==> src/rtl/alu_regheap_sequencer.sv <==
// alu_regheap_sequencer: FIFO-buffered micro-op sequencer for the register-heap + ALU datapath (SEQ_X0_GUARD_EN blocks writes to r0)
module alu_regheap_sequencer #(
    parameter int DEPTH = 4,
    parameter int CNT_W = 3
) (
    input  logic             clk,
    input  logic             rst,
    input  logic             cmd_valid,
    output logic             cmd_ready,
    input  logic [3:0]       cmd_op,
    input  logic [4:0]       cmd_addr_a,
    input  logic [4:0]       cmd_addr_b,
    input  logic [4:0]       cmd_w_addr,
    input  logic             cmd_we,
    output logic             rsp_valid,
    input  logic             rsp_ready,
    output logic [31:0]      rsp_res,
    output logic [3:0]       rsp_flags,
    output logic [4:0]       rsp_w_addr,
    output logic [4:0]       r_addr_a,
    output logic [4:0]       r_addr_b,
    output logic [4:0]       w_addr,
    output logic [3:0]       alu_op,
    output logic             w_en,
    output logic             reg_clk,
    output logic             alu_clk,
    input  logic [31:0]      alu_res,
    input  logic [3:0]       alu_flags,
    output logic             busy,
    output logic [CNT_W-1:0] fifo_count
);
    localparam int AW = $clog2(DEPTH);
    typedef enum logic [2:0] {IDLE, READ, EXEC, WB, RESP} state_t;
    typedef struct packed {
        logic [3:0] op;
        logic [4:0] a;
        logic [4:0] b;
        logic [4:0] w;
        logic       we;
    } cmd_t;
    cmd_t             mem_q [DEPTH];
    cmd_t             cmd_q, cmd_d;
    state_t           state_q, state_d;
    logic [AW-1:0]    wr_q, wr_d, rd_q, rd_d;
    logic [CNT_W-1:0] cnt_q, cnt_d;
    logic             alu_clk_q, alu_clk_d, reg_clk_q, reg_clk_d, w_en_q, w_en_d;
    logic             rsp_valid_q, rsp_valid_d;
    logic [31:0]      rsp_res_q, rsp_res_d;
    logic [3:0]       rsp_flags_q, rsp_flags_d;
    logic [4:0]       rsp_w_addr_q, rsp_w_addr_d;
    logic             push, pop, x0_ok;
`ifdef SEQ_X0_GUARD_EN
    assign x0_ok = cmd_q.w != 5'd0;
`else
    assign x0_ok = 1'b1;
`endif
    assign cmd_ready  = cnt_q != CNT_W'(DEPTH);
    assign push       = cmd_valid && cmd_ready;
    assign pop        = state_q == IDLE && cnt_q != '0;
    assign busy       = state_q != IDLE || cnt_q != '0;
    assign fifo_count = cnt_q;
    assign r_addr_a   = cmd_q.a;
    assign r_addr_b   = cmd_q.b;
    assign w_addr     = cmd_q.w;
    assign alu_op     = cmd_q.op;
    assign alu_clk    = alu_clk_q;
    assign reg_clk    = reg_clk_q;
    assign w_en       = w_en_q;
    assign rsp_valid  = rsp_valid_q;
    assign rsp_res    = rsp_res_q;
    assign rsp_flags  = rsp_flags_q;
    assign rsp_w_addr = rsp_w_addr_q;
    always_comb begin
        wr_d         = push ? wr_q + AW'(1) : wr_q;
        rd_d         = pop ? rd_q + AW'(1) : rd_q;
        cnt_d        = cnt_q + CNT_W'(push) - CNT_W'(pop);
        cmd_d        = pop ? mem_q[rd_q] : cmd_q;
        state_d      = state_q == IDLE ? (pop ? READ : IDLE) :
                       state_q == READ ? EXEC :
                       state_q == EXEC ? WB :
                       state_q == WB   ? RESP :
                       rsp_ready       ? IDLE : RESP;
        alu_clk_d    = state_q == READ;
        reg_clk_d    = state_q == EXEC;
        w_en_d       = state_q == EXEC && cmd_q.we && x0_ok;
        rsp_valid_d  = state_q == WB || (state_q == RESP && !rsp_ready);
        rsp_res_d    = state_q == WB ? alu_res : rsp_res_q;
        rsp_flags_d  = state_q == WB ? alu_flags : rsp_flags_q;
        rsp_w_addr_d = state_q == WB ? cmd_q.w : rsp_w_addr_q;
    end
    always_ff @(posedge clk)
        if (push) mem_q[wr_q] <= '{op: cmd_op, a: cmd_addr_a, b: cmd_addr_b, w: cmd_w_addr, we: cmd_we};
    always_ff @(posedge clk) begin
        if (rst) begin
            state_q      <= IDLE;
            cmd_q        <= '0;
            wr_q         <= '0;
            rd_q         <= '0;
            cnt_q        <= '0;
            alu_clk_q    <= 1'b0;
            reg_clk_q    <= 1'b0;
            w_en_q       <= 1'b0;
            rsp_valid_q  <= 1'b0;
            rsp_res_q    <= '0;
            rsp_flags_q  <= '0;
            rsp_w_addr_q <= '0;
        end else begin
            state_q      <= state_d;
            cmd_q        <= cmd_d;
            wr_q         <= wr_d;
            rd_q         <= rd_d;
            cnt_q        <= cnt_d;
            alu_clk_q    <= alu_clk_d;
            reg_clk_q    <= reg_clk_d;
            w_en_q       <= w_en_d;
            rsp_valid_q  <= rsp_valid_d;
            rsp_res_q    <= rsp_res_d;
            rsp_flags_q  <= rsp_flags_d;
            rsp_w_addr_q <= rsp_w_addr_d;
        end
    end
endmodule
==> config.mk <==
export PLATFORM = sky130hd
export DESIGN_NAME = alu_regheap_sequencer
export DESIGN_NICKNAME = d
export VERILOG_FILES = /design/src/rtl/alu_regheap_sequencer.sv
export SDC_FILE = /design/constraint.sdc
export NUM_CORES = 1
export LEC_CHECK = 0
export CAP_MARGIN = 20
export CORE_MARGIN = 2
export CORE_UTILIZATION = 41
export DETAILED_ROUTE_END_ITERATION = 8
export PLACE_DENSITY = 0.78
export SYNTH_ARGS = -nofsm -noshare
export SYNTH_HDL_FRONTEND = slang
export SYNTH_SLANG_ARGS = --single-unit
==> constraint.sdc <==
create_clock -name clk -period 2.8 [get_ports clk]
set_clock_uncertainty 0.15 [all_clocks]
set_input_delay 0.28 -clock clk [delete_from_list [all_inputs] [get_ports clk]]
set_output_delay 0.28 -clock clk [all_outputs]
set_load 0.02 [all_outputs]
==> flow_summary.rst, run 1 <==
.. list-table::
   :header-rows: 1

   * - Metric
     - Value
   * - Outcome
     - completed
   * - Fin util
     - a little under three fifths
   * - Area of the die
     - 15300 um2
   * - Synth Instances
     - around 470
   * - Core Region
     - 13900 um2
   * - Nature of the critical path endpoint
     - register
   * - Data required time at the worst endpoint
     - slightly below 3 ns
   * - Initial DRT Pass Iterations
     - 5
   * - Minimum clock period
     - 2.57 ns
   * - DRT antenna net count
     - 0
   * - Via count of the routed design
     - 3863
   * - Antenna fix cells
     - 0
   * - Logic depth of the worst register-to-register path
     - 10
   * - Max_cap viols
     - 0
   * - Number of buffer and inverter stages on the critical path
     - 2
   * - Clock buffer count from CTS
     - 17
   * - Post-synth EDFFs
     - 80
   * - Main area contributors after synthesis
     - edfxtp_1, dfxtp_1, mux4_2
   * - Static leakage power
     - about 2.6 nW
   * - Arr. time, crit path
     - between 2 and 3 ns
   * - Hold Fails Final Rpt
     - 0
   * - Number of clock sinks seen by CTS
     - 155
   * - Startpoint Class
     - register
   * - Fmax
     - 0.389 GHz
   * - Kind of cell with the highest combined delay on the critical path
     - simple AND/OR/NAND/NOR gates
   * - Synthesized net count
     - between 500 and 600
   * - Postcts setup bufs
     - 0
   * - Chip width
     - 124 um
   * - Final Max Tran Viols
     - 0
   * - Cell chosen for the clock root
     - clkbuf_16
   * - Die height
     - 124 um
   * - Number of cells on the worst hold path
     - 2
   * - Tightest Hold Check Type
     - in2reg
   * - Final net count
     - 640
   * - Final critical-path share of the clock period
     - between 90% and 100%
   * - Clock buffer depth
     - 2
   * - Total of warnings raised by yosys
     - 0
   * - Estimated wirelength of the detail-placed design
     - just over 8000 um
   * - Post-synthesis cell type with the largest combined area
     - edfxtp_1
   * - Initial core utilization
     - a little over two fifths
   * - RSZ-0062 raised after global routing
     - no
   * - Final routed wirelength across all metal layers
     - roughly 12000 um
   * - Unique cell type count in the Yosys netlist
     - 34
   * - Hold wc startpoint
     - rst
   * - Clock input transition at the sequential cells of the worst setup and hold paths
     - about 0.06 ns
   * - Initial DRC count
     - between 200 and 300
   * - Vias in the first global route
     - 3819
   * - Total DRC errors in the routed layout
     - 0
   * - Slowest stage cell on the critical path
     - or3b_1
   * - Fraction of layout instances using a drive strength above 1
     - a little under an eighth
   * - DR WL/cell
     - ~16 um
   * - Cell area after synthesis
     - 5860 um2
   * - Placement Rows
     - 43
   * - Largest net degree at the start of global routing
     - 42
   * - TNS Setup
     - 0 ns
   * - Post-synthesis async set-or-reset flop share
     - 0%
   * - Max H-tree Level
     - 4
   * - Hold buffer count at cts
     - 0
   * - Buffers added on ports
     - 128
   * - Share of the synthesized area in the top cell type
     - between 40% and 50%
   * - Setup violators final
     - 0
   * - Min Hold Slack
     - slightly above 0.2 ns
   * - Clock tree from TritonCTS
     - done
   * - Most frequently used flop master after synthesis
     - edfxtp_1
   * - Headroom to the max-slew limit
     - between 40 and 50%
   * - Number of flip-flops and latches in the synthesized netlist
     - between 150 and 200
   * - Fraction of the yosys area taken by sequential cells
     - about two thirds
   * - Worst-Margin Slew
     - roughly 0.77 ns
   * - Setup crit start
     - fifo_count[1]
   * - Global-route wire length before repair
     - 18800 um
   * - Peak supply drop
     - about 0.00043 V
   * - Cell breakdown of the critical path
     - or3b_1, nand2_1, ha_1, inv_1, ha_1, inv_1, fa_1, xor2_1, and2_1, nor3_1
   * - Boundary pin count
     - 129
   * - Largest stage delay on the critical path
     - ~0.53 ns
   * - Initial antenna violation count
     - 0
   * - Category of the critical setup timing path
     - reg2reg
   * - Per-cell via count in the routed design
     - roughly 5.0
   * - Hold endpoint
     - fifo_count[0]
   * - Worst R2R End
     - fifo_count[2]
   * - Reg-to-reg startpoint
     - fifo_count[1]
   * - Worst-Skew Late Latency
     - 0.41 ns
   * - Average footprint of a synthesized cell
     - approximately 13 um2
   * - Resize count post-CTS
     - 0
   * - Final GP Congestion
     - 0.702
   * - Aggregate global-route resource usage
     - roughly 16%
   * - Crit path max fanout
     - 10
   * - Worst R2R Setup Slack
     - between 0.2 and 0.25 ns
   * - Pwr per Cell Area
     - around 960 nW/um2
   * - Synth-to-Final Area Change
     - 33.7%
   * - Sum of overflow across all layers after global routing
     - 0
-- cell type report --
cell class                      instances  area (um2)
Clock buffer                           21         470
Clock inverter                         11         215
Fill cell                            1088        6090
Inverter                                5        18.8
Multi-Input combinational cell        253        1640
Sequential cell                       155        3900
Tap cell                              180         225
Timing Repair Buffer                  141        1370
-- metal layers --
metal | track usage [%] | share of wire [%] | vias to the layer above
li1 | - | - | 1857
met1 | 18.7 | 41 | 1845
met2 | 28.4 | 50 | 146
met3 | 5.59 | 7.7 | 15
met4 | 6.61 | 1.4 | 0
met5 | 0 | 0 | -
-- per-stage QoR --
step                      worst slack [ns]  cells  cell area [um2]  total power (W)
after global routing                0.0458    766             7840          0.00788
after CTS                            0.200    766             7840          0.00760
after detailed placement             0.192    734             7160          0.00499
final                                0.230    766             7840          0.00751
after global placement               0.311    734             7160          0.00492
after floorplan                      0.248    466             5860          0.00434
-- how the worst max path moves through the flow --
stage	cells after the start	slack [ns]	end
2_1_floorplan	11	0.25	fifo_count[2]
3_3_place_gp	10	0.31	fifo_count[2]
3_5_place_dp	10	0.19	fifo_count[2]
4_1_cts	10	0.20	fifo_count[2]
5_1_grt	10	0.05	fifo_count[2]
6_report	10	0.23	fifo_count[2]
-- cell usage after synthesis (4+ instances only) --
master,n
nand2_1,84
edfxtp_1,80
dfxtp_1,75
a21oi_1,66
nand3_1,22
o21ai_0,21
buf_4,20
mux4_2,20
clkbuf_1,15
buf_2,12
ha_1,6
inv_1,5
and3_1,4
nor2_1,4
nor3_1,4
-- cells in the final DEF (no fill, tap or decap), types with 2 or more instances in the layout --
cell type and instances:
a21o_1 2, bufinv_16 6, nand2_1 84, or3_1 3, nand3_1 22, and2_1 2
and3_1 4, nor3_2 2, clkinv_2 2, nor4b_1 2, clkinv_4 2, a21oi_1 66
nor2_1 4, buf_4 13, dfxtp_1 75, o21ai_0 21, clkbuf_16 17, nor3_1 3
inv_1 5, mux4_2 20, clkdlybuf4s50_1 127, edfxtp_1 80, clkbuf_8 3, ha_1 6
-- power by group --
part           leakage (nW)  switching, W  internal [W]
clock network         0.333      0.000852       0.00174
logic                 0.973       0.00111      0.000902
registers              1.34      0.000177       0.00272
total                  2.65       0.00214       0.00537
-- state kept, by name (all words and copies together), names as in the netlist, 2 cells and up --
signal	cells
r_addr_b	5
rd_q	2
mem_q	80
rsp_flags	4
rsp_w_addr	5
alu_op	4
r_addr_a	5
state_q	3
w_addr	5
fifo_count	3
wr_q	2
rsp_res	32
-- worst register-to-register path: stages, from the launching register on --
cell	delay [ns]
dfxtp_1	0.37
or3b_1	0.53
nand2_1	0.12
ha_1	0.23
inv_1	0.06
ha_1	0.13
inv_1	0.05
fa_1	0.37
xor2_1	0.16
and2_1	0.17
nor3_1	0.14
-- cells by family after synthesis --
family,Yosys count,share of synthesized area (%)
multiplexers,20,7.68
flip-flops,155,66.6
adder cells (fa/ha/maj),7,1.62
buffers and inverters,58,5.63
XOR/XNOR,2,0.299
AO/OA/AOI/OAI,91,7.98
AND/OR/NAND/NOR,133,10.2
Note: power is estimated with default switching activity, not from simulation.
==> run 2: changes to the inputs <==
--- a/config.mk
+++ b/config.mk
@@ -6,6 +6,7 @@
 export NUM_CORES = 1
 export LEC_CHECK = 0
 export CAP_MARGIN = 20
+export CORE_ASPECT_RATIO = 0.8
 export CORE_MARGIN = 2
 export CORE_UTILIZATION = 41
 export DETAILED_ROUTE_END_ITERATION = 8
==> run 2 against run 1 <==
Maximum frequency fell by 2.1%. Count of clock-buffer cells in the layout fell by 4. Cell count rose by 0.52%. Critical path depth did not move. Setup slack got worse by 0.054 ns. Sequential share of layout area rose by 0.20 points. Non-clock buffer count did not move. Critical path type unchanged. Critical endpoint unchanged. Largest cell class unchanged. Largest power group unchanged. Highest routed layer unchanged.
==> flow_summary.rst, run 2 (synthesis results as in run 1) <==
.. list-table::
   :header-rows: 1

   * - Metric
     - Value
   * - Outcome
     - completed
   * - Pwr per Cell Area
     - 945 nW/um2 (-1.3%)
   * - Core Region
     - 14200 um2 (+1.6%)
   * - Estimated wirelength of the detail-placed design
     - 8310 um (+2.5%)
   * - Kind of cell with the highest combined delay on the critical path
     - simple AND/OR/NAND/NOR gates
   * - Synth-to-Final Area Change
     - 33.2%
   * - Max H-tree Level
     - 4 (unchanged)
   * - Startpoint Class
     - register
   * - Resize count post-CTS
     - 0 (unchanged)
   * - Aggregate global-route resource usage
     - 17.4% (+0.94 points)
   * - Global-route wire length before repair
     - 20100 um (+6.6%)
   * - Most frequent cells in the layout
     - clkdlybuf4s50_1, nand2_1, edfxtp_1
   * - Register ranked first by flip-flop count
     - mem_q
   * - Per-cell via count in the routed design
     - 5.09 (+0.97%)
   * - Final GP Congestion
     - 0.783 (+11%)
   * - Tightest Hold Check Type
     - in2reg
   * - Chip width
     - 138 um (+11%)
   * - Setup crit start
     - state_q[2]
   * - Nature of the critical path endpoint
     - register
   * - Area of the die
     - 15300 um2 (about the same)
   * - Vias in the first global route
     - 4042 (+5.8%)
   * - Count of placed standard cells in the final layout, fillers left out
     - 770 (+0.52%)
   * - Data required time at the worst endpoint
     - 2.99 ns (about the same)
   * - Clock buffer count from CTS
     - 17 (unchanged)
   * - Minimum clock period
     - 2.62 ns (+0.0543 ns)
   * - Final routed wirelength across all metal layers
     - 12800 um (+6.4%)
   * - DR WL/cell
     - 16.7 um (+5.8%)
   * - Final net count
     - 640 (unchanged)
   * - Initial antenna violation count
     - 0 (unchanged)
   * - Fmax
     - 0.381 GHz (-2.1%)
   * - DRT antenna net count
     - 0 (unchanged)
   * - Peak supply drop
     - 0.000477 V (+11%)
   * - Worst-Skew Late Latency
     - 0.42 ns (about the same)
   * - Sum of overflow across all layers after global routing
     - 0 (unchanged)
   * - Total DRC errors in the routed layout
     - 0 (unchanged)
   * - Fraction of layout instances using a drive strength above 1
     - 11.9% (unchanged)
   * - Placement Rows
     - 39 (-9.3%)
   * - Postcts setup bufs
     - 0 (unchanged)
   * - Count of filler cells inserted in the layout
     - 1121 (+3.0%)
   * - Clock input transition at the sequential cells of the worst setup and hold paths
     - 0.06 ns (about the same)
   * - Final Max Tran Viols
     - 0 (unchanged)
   * - Hold wc startpoint
     - rst
   * - Initial DRT Pass Iterations
     - 5 (unchanged)
   * - Number of buffer and inverter stages on the critical path
     - 2 (unchanged)
   * - Fin util
     - 55.2% (-1.1 points)
   * - # placed instances
     - 738 (+0.54%)
   * - Largest stage delay on the critical path
     - 0.42 ns (-0.11 ns)
   * - Most common library cell in the layout ignoring fill and taps
     - clkdlybuf4s50_1
   * - Max_cap viols
     - 0 (unchanged)
   * - Final critical-path share of the clock period
     - 93.7% (+1.9 points)
   * - Clock buffer depth
     - 2 (unchanged)
   * - Category of the critical setup timing path
     - reg2reg
   * - Worst-Margin Slew
     - 0.742 ns (-0.0308 ns)
   * - Largest net degree at the start of global routing
     - 43 (+2.4%)
   * - Arr. time, crit path
     - 2.81 ns (+0.06 ns)
   * - Max FFs per register
     - 80 (unchanged)
   * - Number of clock sinks seen by CTS
     - 155 (unchanged)
   * - Hold Fails Final Rpt
     - 0 (unchanged)
   * - Crit path max fanout
     - 8 (-2)
   * - Antenna fix cells
     - 0 (unchanged)
   * - Cell chosen for the clock root
     - clkbuf_16
   * - Hold buffer count at cts
     - 0 (unchanged)
   * - Reg-to-reg startpoint
     - state_q[2]
   * - Clock tree from TritonCTS
     - done
   * - TNS Setup
     - 0 ns (unchanged)
   * - Slowest stage cell on the critical path
     - or3_4
   * - Min Hold Slack
     - 0.240 ns (+0.0390 ns)
   * - Initial DRC count
     - 245 (-11%)
   * - Setup violators final
     - 0 (unchanged)
   * - Headroom to the max-slew limit
     - 50.5% (+2.1 points)
   * - Cell breakdown of the critical path
     - or3_4, nor2_1, ha_1, inv_1, ha_1, inv_1, fa_1, xor2_1, and2_1, nor3_1
   * - Boundary pin count
     - 129 (unchanged)
   * - Initial core utilization
     - 41.4% (-0.64 points)
   * - Die height
     - 111 um (-10%)
   * - Buffers added on ports
     - 128 (unchanged)
   * - Via count of the routed design
     - 3921 (+1.5%)
   * - RSZ-0062 raised after global routing
     - no
   * - Static leakage power
     - 2.63 nW (-0.70%)
run 2: metal layers:
metal	up-vias	routed length [um]	part of all wire [%]	track usage [%]
met1	1873	5020	39	19.9
li1	1858	-	-	-
met5	-	0	0	0
met4	0	244	1.9	6.60
met3	23	1350	11	7.54
met2	167	6210	48	28.7
run 2: metrics by stage:
stage / total power (W) / cell area (um2) / setup slack (ns)
2_1_floorplan: 0.00434 / 5860 / 0.248
3_3_place_gp: 0.00492 / 7170 / 0.341
3_5_place_dp: 0.00500 / 7170 / 0.173
4_1_cts: 0.00746 / 7810 / 0.154
5_1_grt: 0.00775 / 7810 / 0.0440
6_report: 0.00738 / 7810 / 0.176
run 2: worst paths after layout:
| path | slack [ns] | to | depth (start not counted) |
|---|---|---|---|
| setup / recovery | 0.18 | fifo_count[2] | 10 |
| hold / removal | 0.24 | fifo_count[1] | 2 |
| setup reg to reg | 0.18 | fifo_count[2] | 10 |
| hold reg to reg | 0.30 | rsp_w_addr[4] | 2 |
run 2: final cells by class:
type	count	area (um2)	share of cell area (%)
clock buffers	17	425	5.45
clock inverters	15	211	2.71
inverters	5	18.8	0.240
repair buffers	141	1390	17.7
multi-input cells	253	1640	20.9
well taps	184	230	2.95
flip-flops and latches	155	3900	50.0
run 2: power breakdown:
part	internal, W	switching, W
Clock	0.00151	0.000923
Combinational	0.000903	0.00114
Sequential	0.00272	0.000186
run 2: worst reg2reg max path: stages, from the launching register on:
cell and delay (ns):
dfxtp_1 0.39, or3_4 0.42, nor2_1 0.21, ha_1 0.28
inv_1 0.07, ha_1 0.14, inv_1 0.05, fa_1 0.38
xor2_1 0.16, and2_1 0.16, nor3_1 0.13
==> run 3: changes to the inputs <==
--- a/config.mk
+++ b/config.mk
@@ -7,10 +7,9 @@
 export LEC_CHECK = 0
 export CAP_MARGIN = 20
 export CORE_ASPECT_RATIO = 0.8
-export CORE_MARGIN = 2
 export CORE_UTILIZATION = 41
 export DETAILED_ROUTE_END_ITERATION = 8
-export PLACE_DENSITY = 0.78
+export PLACE_DENSITY = 0.67
 export SYNTH_ARGS = -nofsm -noshare
 export SYNTH_HDL_FRONTEND = slang
 export SYNTH_SLANG_ARGS = --single-unit
==> run 3 against run 2 <==
Global-route usage fell by 0.12 points. Setup slack improved by 0.047 ns. Die area fell by 3.2%. Cell count fell by 0.52%. Non-clock buffer count did not move. Clock power fell by 9.9%. Largest cell class unchanged. Largest power group unchanged.
==> flow_summary.rst, run 3 (synthesis results as in run 1) <==
.. list-table::
   :header-rows: 1

   * - Metric
     - Value
   * - Outcome
     - completed
   * - Power Internal
     - 0.00493 W (-4.0%)
   * - Area of the die
     - 14800 um2 (-3.2%)
   * - Flip-flop and latch area
     - 3900 um2 (unchanged)
   * - Synth-to-Final Area Change
     - 31.9%
   * - TNS Setup
     - 0 ns (unchanged)
   * - Crit path max fanout
     - 10 (+2)
   * - Multi-input gate area
     - 1640 um2 (unchanged)
   * - Cell area reported after detailed placement
     - 7160 um2 (-0.24%)
   * - Minimum clock period
     - 2.58 ns (-0.0471 ns)
   * - Placement Rows
     - 38 (-2.6%)
   * - Resize count post-CTS
     - 0 (unchanged)
   * - Initial DRC count
     - 264 (+7.8%)
   * - Tightest Hold Check Type
     - in2reg
   * - Proportion of power drawn by the clock network
     - 30.8% (-2.2 points)
   * - Vias in the first global route
     - 3739 (-7.5%)
   * - Fmax
     - 0.388 GHz (+1.8%)
   * - Most common library cell in the layout ignoring fill and taps
     - clkdlybuf4s50_1
   * - Busiest layer in global routing
     - met2
   * - RSZ-0062 raised after global routing
     - no
   * - Worst-Skew Late Latency
     - 0.41 ns (about the same)
   * - Per-cell via count in the routed design
     - 5.08 (-0.20%)
   * - Final critical-path share of the clock period
     - 92.0% (-1.7 points)
   * - Pwr per Cell Area
     - 920 nW/um2 (-2.7%)
   * - Kind of cell with the highest combined delay on the critical path
     - simple AND/OR/NAND/NOR gates
   * - Category of the critical setup timing path
     - reg2reg
   * - Hold endpoint
     - fifo_count[0]
   * - Max H-tree Level
     - 4 (unchanged)
   * - Reg-to-reg startpoint
     - fifo_count[2]
   * - Final GP Congestion
     - 0.826 (+5.5%)
   * - Max_cap viols
     - 0 (unchanged)
   * - Setup violators final
     - 0 (unchanged)
   * - Comb pwr share
     - 28.3% (+0.7 points)
   * - Setup crit start
     - fifo_count[2]
   * - NetSw
     - 0.00219 W (-2.7%)
   * - Count of filler cells inserted in the layout
     - 1110 (-0.98%)
   * - Antenna fix cells
     - 0 (unchanged)
   * - Hold wc startpoint
     - rst
   * - Estimated wirelength of the detail-placed design
     - 7990 um (-3.9%)
   * - Clock buffer depth
     - 2 (unchanged)
   * - Logic depth of the worst register-to-register path
     - 10 (unchanged)
   * - Chip width
     - 136 um (-1.5%)
   * - Cell depth of the worst setup path
     - 10 (unchanged)
   * - DR WL/cell
     - 16.0 um (-3.8%)
   * - Number of buffer and inverter stages on the critical path
     - 2 (unchanged)
   * - Initial antenna violation count
     - 0 (unchanged)
   * - Initial DRT Pass Iterations
     - 4 (-1)
   * - Core Region
     - 13700 um2 (-2.9%)
   * - Min Hold Slack
     - 0.137 ns (-0.103 ns)
   * - Max FFs per register
     - 80 (unchanged)
   * - Final Max Tran Viols
     - 0 (unchanged)
   * - Boundary pin count
     - 129 (unchanged)
   * - Arr. time, crit path
     - 2.76 ns (-0.05 ns)
   * - Met1 track demand over resource in global routing
     - 21.9% (+2.0 points)
   * - Static leakage power
     - 2.58 nW (-2.1%)
   * - Total Power
     - 0.00712 W (-3.6%)
   * - Final routed wirelength across all metal layers
     - 12300 um (-4.3%)
   * - Fraction of layout instances using a drive strength above 1
     - 11.6% (-0.34 points)
   * - Postcts setup bufs
     - 0 (unchanged)
   * - Most frequent cells in the layout
     - clkdlybuf4s50_1, nand2_1, edfxtp_1
   * - Worst R2R End
     - fifo_count[2]
   * - Global-route wire length before repair
     - 19100 um (-4.6%)
   * - Worst-Margin Slew
     - 0.761 ns (+0.0196 ns)
   * - Via count of the routed design
     - 3893 (-0.71%)
   * - Global routing met3 resource utilization
     - 3.86% (-3.7 points)
   * - Data required time at the worst endpoint
     - 2.99 ns (about the same)
   * - Register ranked first by flip-flop count
     - mem_q
   * - Fin util
     - 56.3% (+1.1 points)
   * - Clock input transition at the sequential cells of the worst setup and hold paths
     - 0.06 ns (about the same)
   * - Met2 Usage GRT
     - 29.0% (+0.39 points)
   * - Startpoint Class
     - register
   * - Reg power frac
     - 40.8% (+1.4 points)
   * - Hold buffer count at cts
     - 0 (unchanged)
   * - Cell breakdown of the critical path
     - or3b_1, nand2_1, ha_1, inv_1, ha_1, inv_1, fa_1, xor2_1, and2_1, nor3_1
   * - Peak supply drop
     - 0.000480 V (+0.48%)
   * - Clock buffer count from CTS
     - 17 (unchanged)
   * - Switching fraction of total power
     - 30.7% (+0.29 points)
   * - Final net count
     - 640 (unchanged)
   * - Headroom to the max-slew limit
     - 49.2% (-1.3 points)
   * - Aggregate global-route resource usage
     - 17.3% (-0.12 points)
   * - DRT antenna net count
     - 0 (unchanged)
   * - Total DRC errors in the routed layout
     - 0 (unchanged)
   * - Die height
     - 109 um (-1.8%)
   * - Sum of overflow across all layers after global routing
     - 0 (unchanged)
   * - Number of cells on the worst hold path
     - 2 (unchanged)
   * - Hold Fails Final Rpt
     - 0 (unchanged)
   * - Slowest stage cell on the critical path
     - or3b_1
   * - Number of clock sinks seen by CTS
     - 155 (unchanged)
   * - Clock tree from TritonCTS
     - done
   * - Final standard cell area without fillers
     - 7730 um2 (-0.99%)
   * - Nature of the critical path endpoint
     - register
   * - Buffers added on ports
     - 128 (unchanged)
   * - Cell chosen for the clock root
     - clkbuf_16
   * - Worst R2R Setup Slack
     - 0.22 ns (+0.05 ns)
   * - Largest stage delay on the critical path
     - 0.52 ns (+0.10 ns)
   * - Largest net degree at the start of global routing
     - 42 (-2.3%)
   * - Initial core utilization
     - 42.7% (+1.2 points)
==> run 3: cell count changes in the layout (fill, tap and decap cells not counted), sizes merged <==
cell      before  now
clkinv         4    6
inv           11    6
clkinvlp       1    6
bufinv         4    2
==> run 3: power by group through the flow <==
| stage | clock, W | combinational [W] | sequential, W |
|---|---|---|---|
| global placement | 0 | 0.00199 | 0.00293 |
| floorplan | 0 | 0.00138 | 0.00296 |
| detailed placement | 0 | 0.00203 | 0.00295 |
| finish | 0.00219 | 0.00202 | 0.00291 |
| CTS | 0.00224 | 0.00203 | 0.00291 |
| global route | 0.00233 | 0.00219 | 0.00294 |
==> run 3: worst max path at each step <==
stage,end,slack (ns)
final,fifo_count[2],0.22
after global routing,fifo_count[2],0.08
after CTS,fifo_count[2],0.23
after detailed placement,fifo_count[2],0.22
after global placement,fifo_count[2],0.30
after floorplan,fifo_count[2],0.25
==> run 3: per-layer routing <==
| layer | wire [um] | part of all wire [%] | vias up |
|---|---|---|---|
| li1 | - | - | 1866 |
| met1 | 5490 | 45 | 1872 |
| met2 | 5870 | 48 | 140 |
| met3 | 786 | 6.4 | 15 |
| met4 | 123 | 1.0 | 0 |
| met5 | 0 | 0 | - |
==> run 3: cell type report <==
type | count | share of cell area, %
Inverter | 5 | 0.243
Tap cell | 180 | 2.91
Multi-Input combinational cell | 253 | 21.1
Clock buffer | 17 | 5.50
Clock inverter | 15 | 1.96
Sequential cell | 155 | 50.5
Timing Repair Buffer | 141 | 17.8
==> run 3: through the flow <==
stage,instances,setup WS [ns]
after floorplan,466,0.248
after global placement,734,0.304
after detailed placement,734,0.222
after CTS,766,0.230
after global routing,766,0.0767
final,766,0.223
